<file path="src/rtl/renkon_layer_seq.sv">
`default_nettype none
// ============================================================================
// Module  : renkon_layer_seq
// Brief   : Descriptor table plus req/ack layer scheduler for the renkon
//           controller. Optional ack timeout enabled by RENKON_SEQ_TIMEOUT_EN.
// Revision: 1.0 - initial release
// ============================================================================
module renkon_layer_seq #(
  parameter int LAYERS   = 8,
  parameter int LAYERLOG = 3,
  parameter int IMGSIZE  = 12,
  parameter int NETSIZE  = 11,
  parameter int LWIDTH   = 10,
  parameter int TIMEOUT  = 65535
) (
  input  logic                clk,
  input  logic                xrst,
  input  logic                cfg_we,
  input  logic [LAYERLOG-1:0] cfg_layer,
  input  logic [2:0]          cfg_field,
  input  logic [15:0]         cfg_wdata,
  input  logic [LAYERLOG:0]   num_layers,
  input  logic                start,
  input  logic                ack,
  output logic                req,
  output logic [IMGSIZE-1:0]  in_offset,
  output logic [IMGSIZE-1:0]  out_offset,
  output logic [NETSIZE-1:0]  net_offset,
  output logic [LWIDTH-1:0]   total_in,
  output logic [LWIDTH-1:0]   total_out,
  output logic [LWIDTH-1:0]   img_size,
  output logic [LWIDTH-1:0]   conv_size,
  output logic [LWIDTH-1:0]   pool_size,
  output logic [LAYERLOG-1:0] layer_idx,
  output logic                busy,
  output logic                done,
  output logic                err
);

  localparam logic [2:0] S_IDLE = 3'd0;
  localparam logic [2:0] S_LOAD = 3'd1;
  localparam logic [2:0] S_REQ  = 3'd2;
  localparam logic [2:0] S_WAIT = 3'd3;
  localparam logic [2:0] S_FIN  = 3'd4;

  localparam logic [LAYERLOG:0] C_MAX_LAYERS = LAYERS[LAYERLOG:0];

  // Descriptor table: deliberately not reset, contents valid only once written.
  logic [IMGSIZE-1:0] tbl_in_off  [LAYERS];
  logic [IMGSIZE-1:0] tbl_out_off [LAYERS];
  logic [NETSIZE-1:0] tbl_net_off [LAYERS];
  logic [LWIDTH-1:0]  tbl_tot_in  [LAYERS];
  logic [LWIDTH-1:0]  tbl_tot_out [LAYERS];
  logic [LWIDTH-1:0]  tbl_img     [LAYERS];
  logic [LWIDTH-1:0]  tbl_conv    [LAYERS];
  logic [LWIDTH-1:0]  tbl_pool    [LAYERS];

  logic [2:0]          state_q, state_d;
  logic [LAYERLOG-1:0] idx_q, idx_d;
  logic [LAYERLOG:0]   num_q, num_d;
  logic [IMGSIZE-1:0]  in_offset_q, in_offset_d;
  logic [IMGSIZE-1:0]  out_offset_q, out_offset_d;
  logic [NETSIZE-1:0]  net_offset_q, net_offset_d;
  logic [LWIDTH-1:0]   total_in_q, total_in_d;
  logic [LWIDTH-1:0]   total_out_q, total_out_d;
  logic [LWIDTH-1:0]   img_size_q, img_size_d;
  logic [LWIDTH-1:0]   conv_size_q, conv_size_d;
  logic [LWIDTH-1:0]   pool_size_q, pool_size_d;

  logic tbl_we;
  logic is_last;
  logic unused_ok;

`ifdef RENKON_SEQ_TIMEOUT_EN
  localparam logic [15:0] C_TO_LAST = 16'(TIMEOUT - 1);

  logic [15:0] cnt_q, cnt_d;
  logic        err_q, err_d;
`endif

  assign tbl_we    = cfg_we && (state_q == S_IDLE);
  assign is_last   = ({1'b0, idx_q} == (num_q - 1'b1));
  assign unused_ok = &{1'b0, cfg_wdata, TIMEOUT[0]};

  always_ff @(posedge clk) begin
    if (tbl_we) begin
      case (cfg_field)
        3'd0:    tbl_in_off[cfg_layer]  <= cfg_wdata[IMGSIZE-1:0];
        3'd1:    tbl_out_off[cfg_layer] <= cfg_wdata[IMGSIZE-1:0];
        3'd2:    tbl_net_off[cfg_layer] <= cfg_wdata[NETSIZE-1:0];
        3'd3:    tbl_tot_in[cfg_layer]  <= cfg_wdata[LWIDTH-1:0];
        3'd4:    tbl_tot_out[cfg_layer] <= cfg_wdata[LWIDTH-1:0];
        3'd5:    tbl_img[cfg_layer]     <= cfg_wdata[LWIDTH-1:0];
        3'd6:    tbl_conv[cfg_layer]    <= cfg_wdata[LWIDTH-1:0];
        default: tbl_pool[cfg_layer]    <= cfg_wdata[LWIDTH-1:0];
      endcase
    end
  end

  always_comb begin
    state_d = state_q;
    idx_d   = idx_q;
    num_d   = num_q;
`ifdef RENKON_SEQ_TIMEOUT_EN
    cnt_d   = cnt_q;
    err_d   = err_q;
`endif
    case (state_q)
      S_IDLE: begin
        if (start) begin
`ifdef RENKON_SEQ_TIMEOUT_EN
          err_d = 1'b0;
`endif
          if (num_layers == '0) begin
            state_d = S_FIN;
          end else begin
            num_d   = (num_layers > C_MAX_LAYERS) ? C_MAX_LAYERS : num_layers;
            idx_d   = '0;
            state_d = S_LOAD;
          end
        end
      end
      S_LOAD: state_d = S_REQ;
      S_REQ: begin
        state_d = S_WAIT;
`ifdef RENKON_SEQ_TIMEOUT_EN
        cnt_d   = '0;
`endif
      end
      S_WAIT: begin
        if (ack) begin
          if (is_last) begin
            state_d = S_FIN;
          end else begin
            idx_d   = idx_q + 1'b1;
            state_d = S_LOAD;
          end
        end
`ifdef RENKON_SEQ_TIMEOUT_EN
        // Counter equals the number of WAIT cycles already elapsed.
        else if (cnt_q == C_TO_LAST) begin
          err_d   = 1'b1;
          state_d = S_FIN;
        end else begin
          cnt_d = cnt_q + 16'd1;
        end
`endif
      end
      S_FIN:   state_d = S_IDLE;
      default: state_d = S_IDLE;
    endcase
  end

  always_comb begin
    in_offset_d  = in_offset_q;
    out_offset_d = out_offset_q;
    net_offset_d = net_offset_q;
    total_in_d   = total_in_q;
    total_out_d  = total_out_q;
    img_size_d   = img_size_q;
    conv_size_d  = conv_size_q;
    pool_size_d  = pool_size_q;
    if (state_q == S_LOAD) begin
      in_offset_d  = tbl_in_off[idx_q];
      out_offset_d = tbl_out_off[idx_q];
      net_offset_d = tbl_net_off[idx_q];
      total_in_d   = tbl_tot_in[idx_q];
      total_out_d  = tbl_tot_out[idx_q];
      img_size_d   = tbl_img[idx_q];
      conv_size_d  = tbl_conv[idx_q];
      pool_size_d  = tbl_pool[idx_q];
    end
  end

  always_ff @(posedge clk or negedge xrst) begin
    if (!xrst) begin
      state_q      <= S_IDLE;
      idx_q        <= '0;
      num_q        <= '0;
      in_offset_q  <= '0;
      out_offset_q <= '0;
      net_offset_q <= '0;
      total_in_q   <= '0;
      total_out_q  <= '0;
      img_size_q   <= '0;
      conv_size_q  <= '0;
      pool_size_q  <= '0;
    end else begin
      state_q      <= state_d;
      idx_q        <= idx_d;
      num_q        <= num_d;
      in_offset_q  <= in_offset_d;
      out_offset_q <= out_offset_d;
      net_offset_q <= net_offset_d;
      total_in_q   <= total_in_d;
      total_out_q  <= total_out_d;
      img_size_q   <= img_size_d;
      conv_size_q  <= conv_size_d;
      pool_size_q  <= pool_size_d;
    end
  end

`ifdef RENKON_SEQ_TIMEOUT_EN
  always_ff @(posedge clk or negedge xrst) begin
    if (!xrst) begin
      cnt_q <= '0;
      err_q <= 1'b0;
    end else begin
      cnt_q <= cnt_d;
      err_q <= err_d;
    end
  end

  assign err = err_q;
`else
  assign err = 1'b0;
`endif

  // FIN is not busy so that busy falls together with the done pulse.
  assign req        = (state_q == S_REQ);
  assign done       = (state_q == S_FIN);
  assign busy       = (state_q == S_LOAD) || (state_q == S_REQ) || (state_q == S_WAIT);
  assign layer_idx  = idx_q;
  assign in_offset  = in_offset_q;
  assign out_offset = out_offset_q;
  assign net_offset = net_offset_q;
  assign total_in   = total_in_q;
  assign total_out  = total_out_q;
  assign img_size   = img_size_q;
  assign conv_size  = conv_size_q;
  assign pool_size  = pool_size_q;

endmodule
`default_nettype wire

</file>
<file path="config.mk">
export PLATFORM = sky130hd
export DESIGN_NAME = renkon_layer_seq
export DESIGN_NICKNAME = d
export VERILOG_FILES = /design/src/rtl/renkon_layer_seq.sv
export SDC_FILE = /design/constraint.sdc
export NUM_CORES = 1
export LEC_CHECK = 0
export CORE_UTILIZATION = 55
export CTS_CLUSTER_DIAMETER = 50
export DETAILED_ROUTE_END_ITERATION = 16
export PLACE_DENSITY_LB_ADDON = 0.08
export SETUP_SLACK_MARGIN = 0.05
export SLEW_MARGIN = 0
export SYNTH_ARGS = -nofsm -noshare
export SYNTH_HDL_FRONTEND = slang
export SYNTH_SLANG_ARGS = --single-unit
</file>
<file path="constraint.sdc">
create_clock -name clk -period 2.7 [get_ports clk]
set_input_delay 0.54 -clock clk [delete_from_list [all_inputs] [get_ports clk]]
set_output_delay 0.54 -clock clk [all_outputs]
set_load 0.01 [all_outputs]
</file>
# [Word level (Yosys, flattened, before mapping)]
# Memory sizes are Yosys's and may differ from the RTL's. A register that Yosys moved wholly into a read port is not among the register bits.
# Index checks and enable logic that the tools add are counted.
[op_classes] n_eq_ne=15 reduce_logical=19 n_bitwise=1 n_mux=35 n_addsub=2 magnitude_cmp=1
[op_table] op="2-to-1 mux 1 bit" count=24
[op_table] op="2-to-1 mux 3 bit" count=8
[op_table] op="equality test 3 x 2 -> 1 bit, second input constant" count=4
[op_table] op="equality test 3 bit, second input constant" count=4
[op_table] op="one-hot mux 3 bit (4 select lines)" count=1
[op_table] op="zero test 1 bit" count=8
[op_table] op="inequality test 2 bit, second input constant" count=4
[op_table] op="OR reduction 7 bit" count=1
[op_table] op="equality test 3 x 1 -> 1 bit, second input constant" count=2
[op_table] op="zero test 3 bit" count=2
[op_table] op="one-hot mux 3 bit (2 select lines)" count=1
[op_table] op="AND reduction 5 bit" count=1
[op_table] op="equality test 3 x 4 -> 1 bit" count=1
[op_table] op="greater-than comparator 4 bit, second input constant" count=1
[op_table] op="zero test 4 bit" count=1
[op_table] op="2-to-1 mux 4 bit" count=1
[op_table] op="subtractor 4 x 1 -> 4 bit, second input constant" count=1
[op_table] op="adder 3 x 1 -> 3 bit, second input constant" count=1
[op_table] op="AND reduction 3 bit" count=1
[op_table] op="logical OR 1 bit" count=2
[op_table] op="AND reduction 2 bit" count=1
[op_table] op="nonzero test 2 bit" count=1
[op_table] op="logical AND 1 bit" count=1
[op_table] op="NOT 1 bit" count=1
[word_totals] ramBits=680 n_memories=8 output_inout_bits=92 register_bits=10
[memory_table] memory="tbl_in_off" depth=8 width=12 read_ports=1 rd_ports_with_merged_regs=1 wr=1 line_no="49" source="logic [IMGSIZE-1:0] tbl_in_off [LAYERS];"
[memory_table] memory="tbl_out_off" depth=8 width=12 read_ports=1 rd_ports_with_merged_regs=1 wr=1 line_no="50" source="logic [IMGSIZE-1:0] tbl_out_off [LAYERS];"
[memory_table] memory="tbl_net_off" depth=8 width=11 read_ports=1 rd_ports_with_merged_regs=1 wr=1 line_no="51" source="logic [NETSIZE-1:0] tbl_net_off [LAYERS];"
[memory_table] memory="tbl_conv" depth=8 width=10 read_ports=1 rd_ports_with_merged_regs=1 wr=1 line_no="55" source="logic [LWIDTH-1:0] tbl_conv [LAYERS];"
[memory_table] memory="tbl_img" depth=8 width=10 read_ports=1 rd_ports_with_merged_regs=1 wr=1 line_no="54" source="logic [LWIDTH-1:0] tbl_img [LAYERS];"
[memory_table] memory="tbl_pool" depth=8 width=10 read_ports=1 rd_ports_with_merged_regs=1 wr=1 line_no="56" source="logic [LWIDTH-1:0] tbl_pool [LAYERS];"
[memory_table] memory="2 more memories"

# [Longest topological paths before layout]
# Gate-level depths: netlist (run 1).
[depth] ltp_word=5 depth_mapped=7 ltp_nobuf=7

# [Least setup slack after synthesis (run 1)]
# Ideal clock, no wire load.
[synth_timing] path_kind="input to register" startpoint="in cfg_layer[0]" endpoint="mem tbl_in_off[1][0] (enable)" path_slack_ns=0.509 t_arrival_ns=1.811 required_time_ns=2.320 cell_stages=4 n_path_buf=2 path_cell_list="clkbuf_1 > or3b_1 > buf_1 > nor2_1"
[synth_rtl] element="start, declared" line_no="19" source="input logic [LAYERLOG-1:0] cfg_layer,"
[synth_rtl] element="end, declared" line_no="49"
# No word-level cell before the write port.

# [Worst setup path in the final report (run 1)]
[layout_timing] startpoint="reg idx_q[1], in the netlist layer_idx[1]" endpoint="out layer_idx[1]"
[layout_rtl] element="start, declared" line_no="59" source="logic [LAYERLOG-1:0] idx_q, idx_d;"
[layout_rtl] element="start signal, assigned" line_no="190" source="idx_q <= idx_d;"
[layout_rtl] element="end, declared" line_no="34" source="output logic [LAYERLOG-1:0] layer_idx,"
# No word-level cell between the ends.

==> flow_metrics.py, run 1 <==
metrics = {
    "floorplan": {
        "num_rows": 84,
        "io_pins": 123,
        "fp.dieH_um": 233,
        "core_region_area_um2": 52700,
        "die_x_um": 233,
        "initial_core_util_pct": 55.8,
        "dieArea_um2": 54300,
    },
    "cells_and_area": {
        "nFillCells": 3517,
        "num-nets-final": 1708,
        "drive_gt1_share_pct": 25.9,
        "finalInstanceArea_um2": 34900,
        "antenna-diode-count": 0,
        "syn2layout_area_growth_pct": 18.8,
        "final_util_pct": 66.3,
    },
    "pwr": {
        "seqPwrFrac_pct": 41.0,
        "p_int_w": 0.0254,
        "sw_frac_of_total_pct": 27.4,
        "total_power_w": 0.0349,
        "peakVddDrop_mv": 0.992,
        "pwr-share-comb_pct": 27.0,
        "p_sw_w": 0.00956,
        "pwr-share-clk_pct": 31.9,
        "leakagePower_nw": 11.7,
        "power_density_nw_per_um2": 1000,
    },
    "drt": {
        "ant_nets": 0,
        "drc_errors": 0,
        "detail_route.wl_per_cell_um": 24.9,
        "dr.pass1.iters": 5,
        "num_vias": 14100,
        "via_per_inst": 5.81,
        "drt_iter0_markers": 1247,
        "finalWirelength_um": 60600,
    },
    "clock_tree": {
        "cts_tree": "built",
        "path_clk_slew_ns": 0.06,
        "cts_max_level": 3,
        "root_buffer": "clkbuf_16",
        "clk_latency_ns": 0.62,
        "cts_buffer_depth": 3,
        "cts_buffers": 81,
        "cts.sinks": 775,
    },
    "timing": {
        "skew_ns": 0.0243,
        "maxSlewViolCount": 0,
        "tightest_slew_ns": 0.825,
        "rsz0062_at_grt": "false",
        "timing.final.crit_period_ns": 2.55,
        "finalSetupViolCount": 0,
        "max_slew_margin_pct": 45.0,
        "hold_viol_final": 0,
        "fin_tns_setup_ns": 0,
        "timing.final.ws_setup_ns": 0.151,
        "finalCritPeriodShare_pct": 94.4,
        "fmax_mhz": 392,
    },
    "synthesis": {
        "synth.ff_latch_count": 775,
        "yosysSeqAreaShare_pct": 77.6,
        "synth.area.top_cells": "edfxtp_1, mux4_2, dfrtp_1",
        "synth.top_cell.area_share_pct": 69.5,
        "synth.most_common_cell": "edfxtp_1",
        "synth_edf_count": 680,
        "synth_area_leader_cell": "edfxtp_1",
        "synth_common_cells": "edfxtp_1, mux4_2, nor2_1, dfrtp_1, a21oi_1",
        "synthFlopType": "edfxtp_1",
        "synth_fp_nets": 1449,
        "synth_warnings": 0,
        "syn_avg_cell_area_um2": 20.7,
        "ys_types": 41,
        "synth_cells": 1416,
        "async_flop_share_pct": 12.3,
        "synth_area_um2": 29400,
    },
    "setup_path": {
        "path_cells": "clkdlybuf4s50_1",
        "crit_path_max_incr_delay_ns": 0.74,
        "critical_path.startpoint": "layer_idx[1]$_DFFE_PN0P_",
        "rr_startpoint": "layer_idx[0]$_DFFE_PN0P_",
        "crit_cells": 1,
        "worstPathMaxFanout": 20,
        "startpoint_type": "flip-flop",
        "worst_ep_required_time_ns": 2.16,
        "critPathCaptureType": "output port",
        "worstSetupPathType": "reg -> out",
        "path_buf_inv": 1,
        "reg2reg_depth": 6,
        "cpMaxStageDelayCell": "dfrtp_4",
        "cp_top_family": "flip-flops",
        "worstPathArrival_ns": 2.01,
    },
    "place": {
        "hpwl_um": 35900,
        "io_buffers": 117,
        "gp_congestion": 0.747,
        "place_area_um2": 32100,
        "place_ws_ns": 0.247,
    },
    "flow_run": {
        "cap_violations": 0,
    },
    "worst_hold_path": {
        "hp-class": "in -> async",
    },
    "outcome": {
        "status": "finished clean",
    },
    "global_routing": {
        "grt_start_max_net_pins": 89,
        "grt_pass1_wl_um": 90500,
        "grt-ovfl-total": 0,
        "grt.total_usage_pct": 23.2,
        "grt_pass1_vias": 14300,
        "grt_antenna_before_repair": 0,
    },
}
logic make-up (layout without fill, tap and decap cells):
family,Yosys count,count (layout),synth area share [%]
flip-flops,775,775,77.6
AND/OR/NAND/NOR,204,204,3.06
multiplexers,257,257,16.0
XOR/XNOR,3,3,0.115
other,1,1,0.0128
buffers and inverters,78,405,1.42
adder cells (fa/ha/maj),2,2,0.0852
AO/OA/AOI/OAI,96,96,1.70
cell type report:
cell class | instances | area [µm²] | area share [%]
clock inverter | 30 | 318 | 0.910
timing repair buffer | 252 | 2340 | 6.70
tap | 688 | 861 | 2.47
inverter | 2 | 7.51 | 0.0215
sequential | 775 | 22800 | 65.3
multi-input combinational | 563 | 6180 | 17.7
clock buffer | 121 | 2400 | 6.86
cell usage in the layout (no fill, tap or decap), types with 3 or more instances in the layout:
cell / instances
a21oi_1: 86
buf_12: 15
buf_2: 10
buf_4: 120
bufinv_16: 6
clkbuf_1: 26
clkbuf_16: 88
clkbuf_8: 7
clkdlybuf4s50_1: 105
clkinv_1: 6
clkinv_2: 10
clkinvlp_4: 4
dfrtp_1: 90
dfrtp_4: 3
edfxtp_1: 680
inv_6: 3
mux2i_1: 85
mux4_2: 170
nand2_1: 14
nand2b_1: 4
nand3_1: 8
nand3b_1: 3
nor2_1: 153
nor2b_1: 3
nor3_1: 3
o21ai_1: 5
layer usage:
layer / global-route usage, % / share of wire (%) / routed length, µm
met1: 34.6 / 44 / 26700
met2: 36.2 / 49 / 29600
met3: 3.47 / 5.5 / 3360
met4: 6.29 / 1.5 / 896
met5: 0 / 0 / 0
power by group through the flow:
stage / clock network, W / registers [W] / logic (W)
floorplan: 0 / 0.0147 / 0.00581
global placement: 0 / 0.0147 / 0.00929
detailed placement: 0 / 0.0147 / 0.00940
CTS: 0.0114 / 0.0144 / 0.00962
global route: 0.0118 / 0.0144 / 0.0102
finish: 0.0112 / 0.0143 / 0.00944
stage by stage:
stage / hold WS, ns / cells
after CTS: 0.399 / 2431
final: 0.425 / 2431
after detailed placement: 0.487 / 2277
after floorplan: 0.244 / 1416
after global routing: 0.430 / 2431
after global placement: 0.485 / 2277
worst register-to-register path, stage by stage, from the launching register on:
cell     delay, ns
dfrtp_4       0.46
buf_4         0.33
buf_12        0.26
buf_12        0.24
mux4_2        0.52
mux2i_1       0.22
a21oi_1       0.11
timing repair:
action,in CTS,in global routing
hold buffers,1,0
resized for setup,4,2
endpoints found under the hold margin,19,0
setup endpoints to repair,3,1
buffers inserted,2,0
registers in the layout (all words and copies together) (netlist names), 11 cells and up:
register	cells
out_offset	12
tbl_in_off	96
tbl_tot_out	80
tbl_conv	80
net_offset	11
in_offset	12
tbl_out_off	96
tbl_tot_in	80
tbl_net_off	88
tbl_img	80
tbl_pool	80
path summary, 6_finish.rpt:
kind	end	slack (ns)
setup / recovery	layer_idx[1]	0.15
hold / removal	net_offset[5]$_DFFE_PN0P_	0.42
setup reg to reg	out_offset[3]$_DFFE_PN0P_	0.43
hold reg to reg	num_q[2]$_DFFE_PN0P_	0.50
max in group asynchronous	net_offset[7]$_DFFE_PN0P_	1.56
min in group clk	tbl_conv[0][6]$_DFFE_PP_	0.48
No activity file was read; power rests on OpenSTA's default activity.
==> run 2: changes to the inputs <==
--- a/config.mk
+++ b/config.mk
@@ -8,6 +8,7 @@
 export CORE_UTILIZATION = 55
 export CTS_CLUSTER_DIAMETER = 50
 export DETAILED_ROUTE_END_ITERATION = 16
+export DONT_BUFFER_PORTS = 1
 export PLACE_DENSITY_LB_ADDON = 0.08
 export SETUP_SLACK_MARGIN = 0.05
 export SLEW_MARGIN = 0
==> run 2 against run 1 <==
Compared with the run above:
- register-to-register slack improved by 0.09 ns
- critical endpoint is now req
- largest power group unchanged
- cell area fell by 3.9%
- via count fell by 4.4%
- clock-buffer cell count fell by 9
==> flow_metrics.py, run 2 (synthesis gave the netlist of run 1 again) <==
metrics = {
    "outcome": {
        "status": "finished clean",
    },
    "setup_path": {
        "worst_ep_required_time_ns": 2.16,
        "critPathCaptureType": "output port",
        "worstSetupPathType": "reg -> out",
        "startpoint_type": "flip-flop",
        "worstPathMaxFanout": 11,
        "worstPathArrival_ns": 1.77,
    },
    "drt": {
        "detail_route.wl_per_cell_um": 25.7,
        "finalWirelength_um": 58900,
        "drt_iter0_markers": 911,
        "dr.pass1.iters": 5,
        "drc_errors": 0,
        "num_vias": 13500,
        "ant_nets": 0,
        "via_per_inst": 5.89,
    },
    "timing": {
        "rsz0062_at_grt": "false",
        "hold_viol_final": 0,
        "maxSlewViolCount": 0,
        "fin_tns_setup_ns": 0,
        "hold_slack_ns": 0.0261,
        "skew_ns": 0.0193,
        "finalSetupViolCount": 0,
        "timing.final.crit_period_ns": 2.31,
        "fmax_mhz": 433,
        "max_slew_margin_pct": 41.9,
        "tightest_slew_ns": 0.868,
        "finalCritPeriodShare_pct": 85.6,
    },
    "global_routing": {
        "grtUsageMet3_pct": 3.81,
        "top_usage_layer": "met2",
        "grt.total_usage_pct": 22.6,
        "grtUsageMet1_pct": 32.0,
        "grt_antenna_before_repair": 0,
        "grt_pass1_wl_um": 88400,
        "grt-ovfl-total": 0,
        "use_met2_pct": 36.3,
        "grt_pass1_vias": 14000,
        "grt_start_max_net_pins": 105,
    },
    "floorplan": {
        "initial_core_util_pct": 55.8,
        "num_rows": 84,
        "io_pins": 123,
        "fp.dieH_um": 233,
        "core_region_area_um2": 52700,
        "die_x_um": 233,
        "dieArea_um2": 54300,
    },
    "place": {
        "place_area_um2": 30700,
        "gp_congestion": 0.735,
        "io_buffers": 0,
        "hpwl_um": 32200,
    },
    "clock_tree": {
        "cts_tree": "built",
        "cts_max_level": 3,
        "cts.sinks": 775,
        "cts_buffers": 81,
        "clk_latency_ns": 0.62,
        "cts_buffer_depth": 3,
        "ctsResizeCount": 0,
        "root_buffer": "clkbuf_16",
        "path_clk_slew_ns": 0.06,
    },
    "cells_and_area": {
        "final_util_pct": 63.7,
        "nFillCells": 3558,
        "syn2layout_area_growth_pct": 14.2,
        "drive_gt1_share_pct": 25.3,
        "mostFrequentLayoutCell": "edfxtp_1",
        "layout_common_cells": "edfxtp_1, mux4_2, nor2_1, dfrtp_1, buf_4",
        "finalInstanceArea_um2": 33500,
        "largestRegisters": "tbl_in_off x96, tbl_out_off x96, tbl_net_off x88",
        "num-nets-final": 1568,
    },
    "pwr": {
        "leakagePower_nw": 11.1,
        "peakVddDrop_mv": 0.816,
        "power_density_nw_per_um2": 985,
    },
    "worst_hold_path": {
        "hp-class": "in -> reg",
    },
    "flow_run": {
        "cap_violations": 0,
    },
}
[run 2: cell types whose count changed in the layout (fill, tap and decap cells not counted), sizes merged, moves of 3 or more]
cell and delta:
clkinvlp -3, clkbuf -9, dlygate4sd3 +12, clkinv +8
inv +4, buf -47, clkdlybuf4s50 -105
[run 2: critical path: stages (launching register included)]
cell and delay, ns:
dfrtp_1 0.51, nor2b_1 0.26, nor2b_1 0.17, buf_4 0.20
[run 2: where the power goes]
| group | internal, W | switching [W] | leakage [nW] |
|---|---|---|---|
| clock | 0.00655 | 0.00448 | 1.32 |
| combinational | 0.00359 | 0.00360 | 2.64 |
| sequential | 0.0138 | 0.00103 | 7.16 |
| total | 0.0239 | 0.00911 | 11.1 |
[run 2: cell type report]
| cell class | instances | area [µm²] | share of cell area (%) |
|---|---|---|---|
| tap | 688 | 861 | 2.57 |
| timing repair buffer | 112 | 1020 | 3.04 |
| sequential | 775 | 22800 | 68.0 |
| multi-input combinational | 563 | 6170 | 18.4 |
| clock inverter | 38 | 334 | 0.996 |
| clock buffer | 112 | 2340 | 6.97 |
| antenna | 2 | 5.00 | 0.0149 |
| inverter | 2 | 7.51 | 0.0224 |
[run 2: timing repair]
| item | CTS | global route |
|---|---|---|
| endpoints found under the hold margin | 158 | 0 |
| hold buffers | 14 | 0 |
| setup endpoints to repair | 0 | 0 |
| buffers inserted | 0 | 0 |
[run 2: per-stage QoR]
| step | total power (W) | instances | setup WS [ns] |
|---|---|---|---|
| final | 0.0330 | 2292 | 0.390 |
| after global routing | 0.0345 | 2290 | 0.307 |
| after CTS | 0.0335 | 2290 | 0.359 |
| after detailed placement | 0.0224 | 2126 | 0.508 |
| after global placement | 0.0223 | 2126 | 0.510 |
| after floorplan | 0.0205 | 1416 | 0.509 |
[run 2: routing by layer]
layer,routed length [µm],vias up
met2,29300,333
met5,0,-
met1,25500,7119
met4,1140,0
met3,3000,85
li1,-,5974
[run 2: final timing paths]
| check | end | startpoint | cells after the start | slack (ns) |
|---|---|---|---|---|
| max in group asynchronous | layer_idx[2]$_DFFE_PN0P_ | xrst | 2 | 1.67 |
| setup / recovery | req | state_q[2]$_DFFE_PN0P_ | 3 | 0.39 |
| hold reg to reg | num_q[2]$_DFFE_PN0P_ | num_q[2]$_DFFE_PN0P_ | 2 | 0.50 |
| setup reg to reg | total_out[9]$_DFFE_PN0P_ | layer_idx[0]$_DFFE_PN0P_ | 4 | 0.52 |
| hold / removal | tbl_conv[3][1]$_DFFE_PP_ | cfg_wdata[1] | 0 | 0.03 |
| min in group asynchronous | net_offset[2]$_DFFE_PN0P_ | xrst | 2 | 0.51 |
==> run 3: changes to the inputs <==
--- a/config.mk
+++ b/config.mk
@@ -5,13 +5,14 @@
 export SDC_FILE = /design/constraint.sdc
 export NUM_CORES = 1
 export LEC_CHECK = 0
-export CORE_UTILIZATION = 55
+export CORE_UTILIZATION = 63
 export CTS_CLUSTER_DIAMETER = 50
+export CTS_CLUSTER_SIZE = 12
 export DETAILED_ROUTE_END_ITERATION = 16
 export DONT_BUFFER_PORTS = 1
 export PLACE_DENSITY_LB_ADDON = 0.08
 export SETUP_SLACK_MARGIN = 0.05
-export SLEW_MARGIN = 0
+export SLEW_MARGIN = 20
 export SYNTH_ARGS = -nofsm -noshare
 export SYNTH_HDL_FRONTEND = slang
 export SYNTH_SLANG_ARGS = --single-unit
==> run 3 against run 2 <==
Compared with the run above:
- clock skew about the same
- combinational power about the same
- final cell count down 4.5%
- core utilization up 8.7 points
- wire length down 0.81%
- clock-buffer cell count up 23
- sequential cell count unchanged
- critical endpoint is now busy
==> flow_metrics.py, run 3 (synthesis gave the netlist of run 1 again) <==
metrics = {
    "outcome": {
        "status": "finished clean",
    },
    "cells_and_area": {
        "largestRegisters": "tbl_in_off x96, tbl_out_off x96, tbl_net_off x88",
        "mostFrequentLayoutCell": "edfxtp_1",
        "syn2layout_area_growth_pct": 12.6,
        "register_area_um2": 22800,
        "num-nets-final": 1556,
        "finalInstanceArea_um2": 33100,
        "layout_common_cells": "edfxtp_1, mux4_2, nor2_1, dfrtp_1, buf_4",
        "nFillCells": 2684,
        "multi_input_area_um2": 6170,
        "drive_gt1_share_pct": 23.7,
    },
    "pwr": {
        "power_density_nw_per_um2": 972,
        "peakVddDrop_mv": 0.688,
        "leakagePower_nw": 10.9,
    },
    "global_routing": {
        "grt.total_usage_pct": 25.9,
        "grt-ovfl-total": 0,
        "grt_antenna_before_repair": 2,
        "grt_pass1_wl_um": 88000,
        "grt_start_max_net_pins": 129,
        "grt_pass1_vias": 14100,
    },
    "setup_path": {
        "worstPathMaxFanout": 7,
        "rr_startpoint": "state_q[1]$_DFFE_PN0P_",
        "worst_ep_required_time_ns": 2.16,
        "startpoint_type": "flip-flop",
        "critPathCaptureType": "output port",
        "r2r-end": "tbl_pool[4][8]$_DFFE_PP_",
        "worstSetupPathType": "reg -> out",
        "worstPathArrival_ns": 1.82,
        "r2r_slack_ns": 0.54,
        "reg2reg_depth": 5,
    },
    "place": {
        "hpwl_um": 32700,
        "io_buffers": 0,
        "gp_congestion": 0.755,
        "place_area_um2": 30700,
        "place_ws_ns": 0.507,
    },
    "timing": {
        "max_slew_margin_pct": 53.1,
        "timing.final.ws_setup_ns": 0.342,
        "timing.final.crit_period_ns": 2.36,
        "tightest_slew_ns": 0.701,
        "fmax_mhz": 424,
        "fin_tns_setup_ns": 0,
        "finalCritPeriodShare_pct": 87.3,
        "rsz0062_at_grt": "false",
        "maxSlewViolCount": 0,
        "skew_ns": 0.0189,
        "finalSetupViolCount": 0,
        "hold_viol_final": 0,
        "hold_slack_ns": 0.0368,
    },
    "drt": {
        "num_vias": 13600,
        "detail_route.wl_per_cell_um": 26.7,
        "finalWirelength_um": 58400,
        "drt_iter0_markers": 1159,
        "drc_errors": 0,
        "ant_nets": 0,
        "via_per_inst": 6.21,
        "dr.pass1.iters": 5,
    },
    "floorplan": {
        "fp.dieH_um": 218,
        "dieArea_um2": 47500,
        "num_rows": 78,
        "io_pins": 123,
        "die_x_um": 218,
        "initial_core_util_pct": 64.3,
        "core_region_area_um2": 45700,
    },
    "clock_tree": {
        "post_cts_buffers": 0,
        "ctsResizeCount": 0,
        "cts_max_level": 3,
        "cts_buffers": 76,
        "clk_latency_ns": 0.61,
        "cts.sinks": 775,
        "cts_buffer_depth": 3,
        "ctsHoldBuffers": 2,
        "root_buffer": "clkbuf_16",
        "cts_tree": "built",
        "path_clk_slew_ns": 0.06,
    },
    "worst_hold_path": {
        "hp-class": "in -> reg",
        "whs_path_depth": 0,
        "hold_start": "cfg_wdata[11]",
        "hold_end": "tbl_in_off[4][11]$_DFFE_PP_",
    },
    "flow_run": {
        "cap_violations": 0,
    },
}
## run 3: cell types whose count changed in the layout (fill, tap and decap cells not counted), moves of 3 or more
| cell | delta |
|---|---|
| clkbuf_1 | +35 |
| clkinv_1 | -11 |
| dlygate4sd3_1 | -12 |
| inv_6 | -6 |
| clkbuf_16 | -4 |
| clkinv_2 | -13 |
| clkbuf_8 | -8 |
| buf_4 | +3 |
## run 3: metrics by stage
step	instances	power (W)	utilization [%]
3_5_place_dp	2043	0.0224	67.1
6_report	2188	0.0321	72.4
5_1_grt	2184	0.0335	72.4
4_1_cts	2184	0.0325	72.4
2_1_floorplan	1416	0.0205	-
3_3_place_gp	2043	0.0222	67.1
## run 3: final cells by class
type,count,area share (%)
Sequential cell,775,69.0
Clock buffer,135,6.83
Clock inverter,4,0.299
Inverter,2,0.0227
Antenna cell,4,0.0303
Timing Repair Buffer,105,2.91
Tap cell,600,2.27
Multi-Input combinational cell,563,18.7
## run 3: report_power, final
part           switching, W  internal, W
sequential          0.00103       0.0138
combinational       0.00357      0.00362
clock               0.00420      0.00593
total               0.00880       0.0233
## run 3: critical path, stage by stage (launching register included)
cell,delay [ns]
dfrtp_1,0.49
nor2_2,0.10
buf_4,0.17
nor2_1,0.46
## run 3: worst max path at each step
| stage | from | end | slack, ns | depth (start not counted) |
|---|---|---|---|---|
| final | state_q[1]$_DFFE_PN0P_ | busy | 0.34 | 3 |
| after global routing | state_q[1]$_DFFE_PN0P_ | busy | 0.30 | 3 |
| after CTS | state_q[1]$_DFFE_PN0P_ | busy | 0.30 | 3 |
| after detailed placement | layer_idx[0]$_DFFE_PN0P_ | img_size[4]$_DFFE_PN0P_ | 0.51 | 5 |
| after global placement | layer_idx[0]$_DFFE_PN0P_ | img_size[4]$_DFFE_PN0P_ | 0.51 | 5 |
| after floorplan | cfg_layer[0] | tbl_in_off[1][0]$_DFFE_PP_ | 0.51 | 4 |
## run 3: routing by layer
metal / up-vias / track usage (%) / part of all wire [%] / wire length [µm]
met1: 7157 / 36.4 / 41 / 24100
met2: 411 / 42.0 / 51 / 29500
met5: - / 0 / 0 / 0
met4: 0 / 8.81 / 2.4 / 1390
li1: 5916 / - / - / -
met3: 97 / 4.35 / 5.8 / 3390
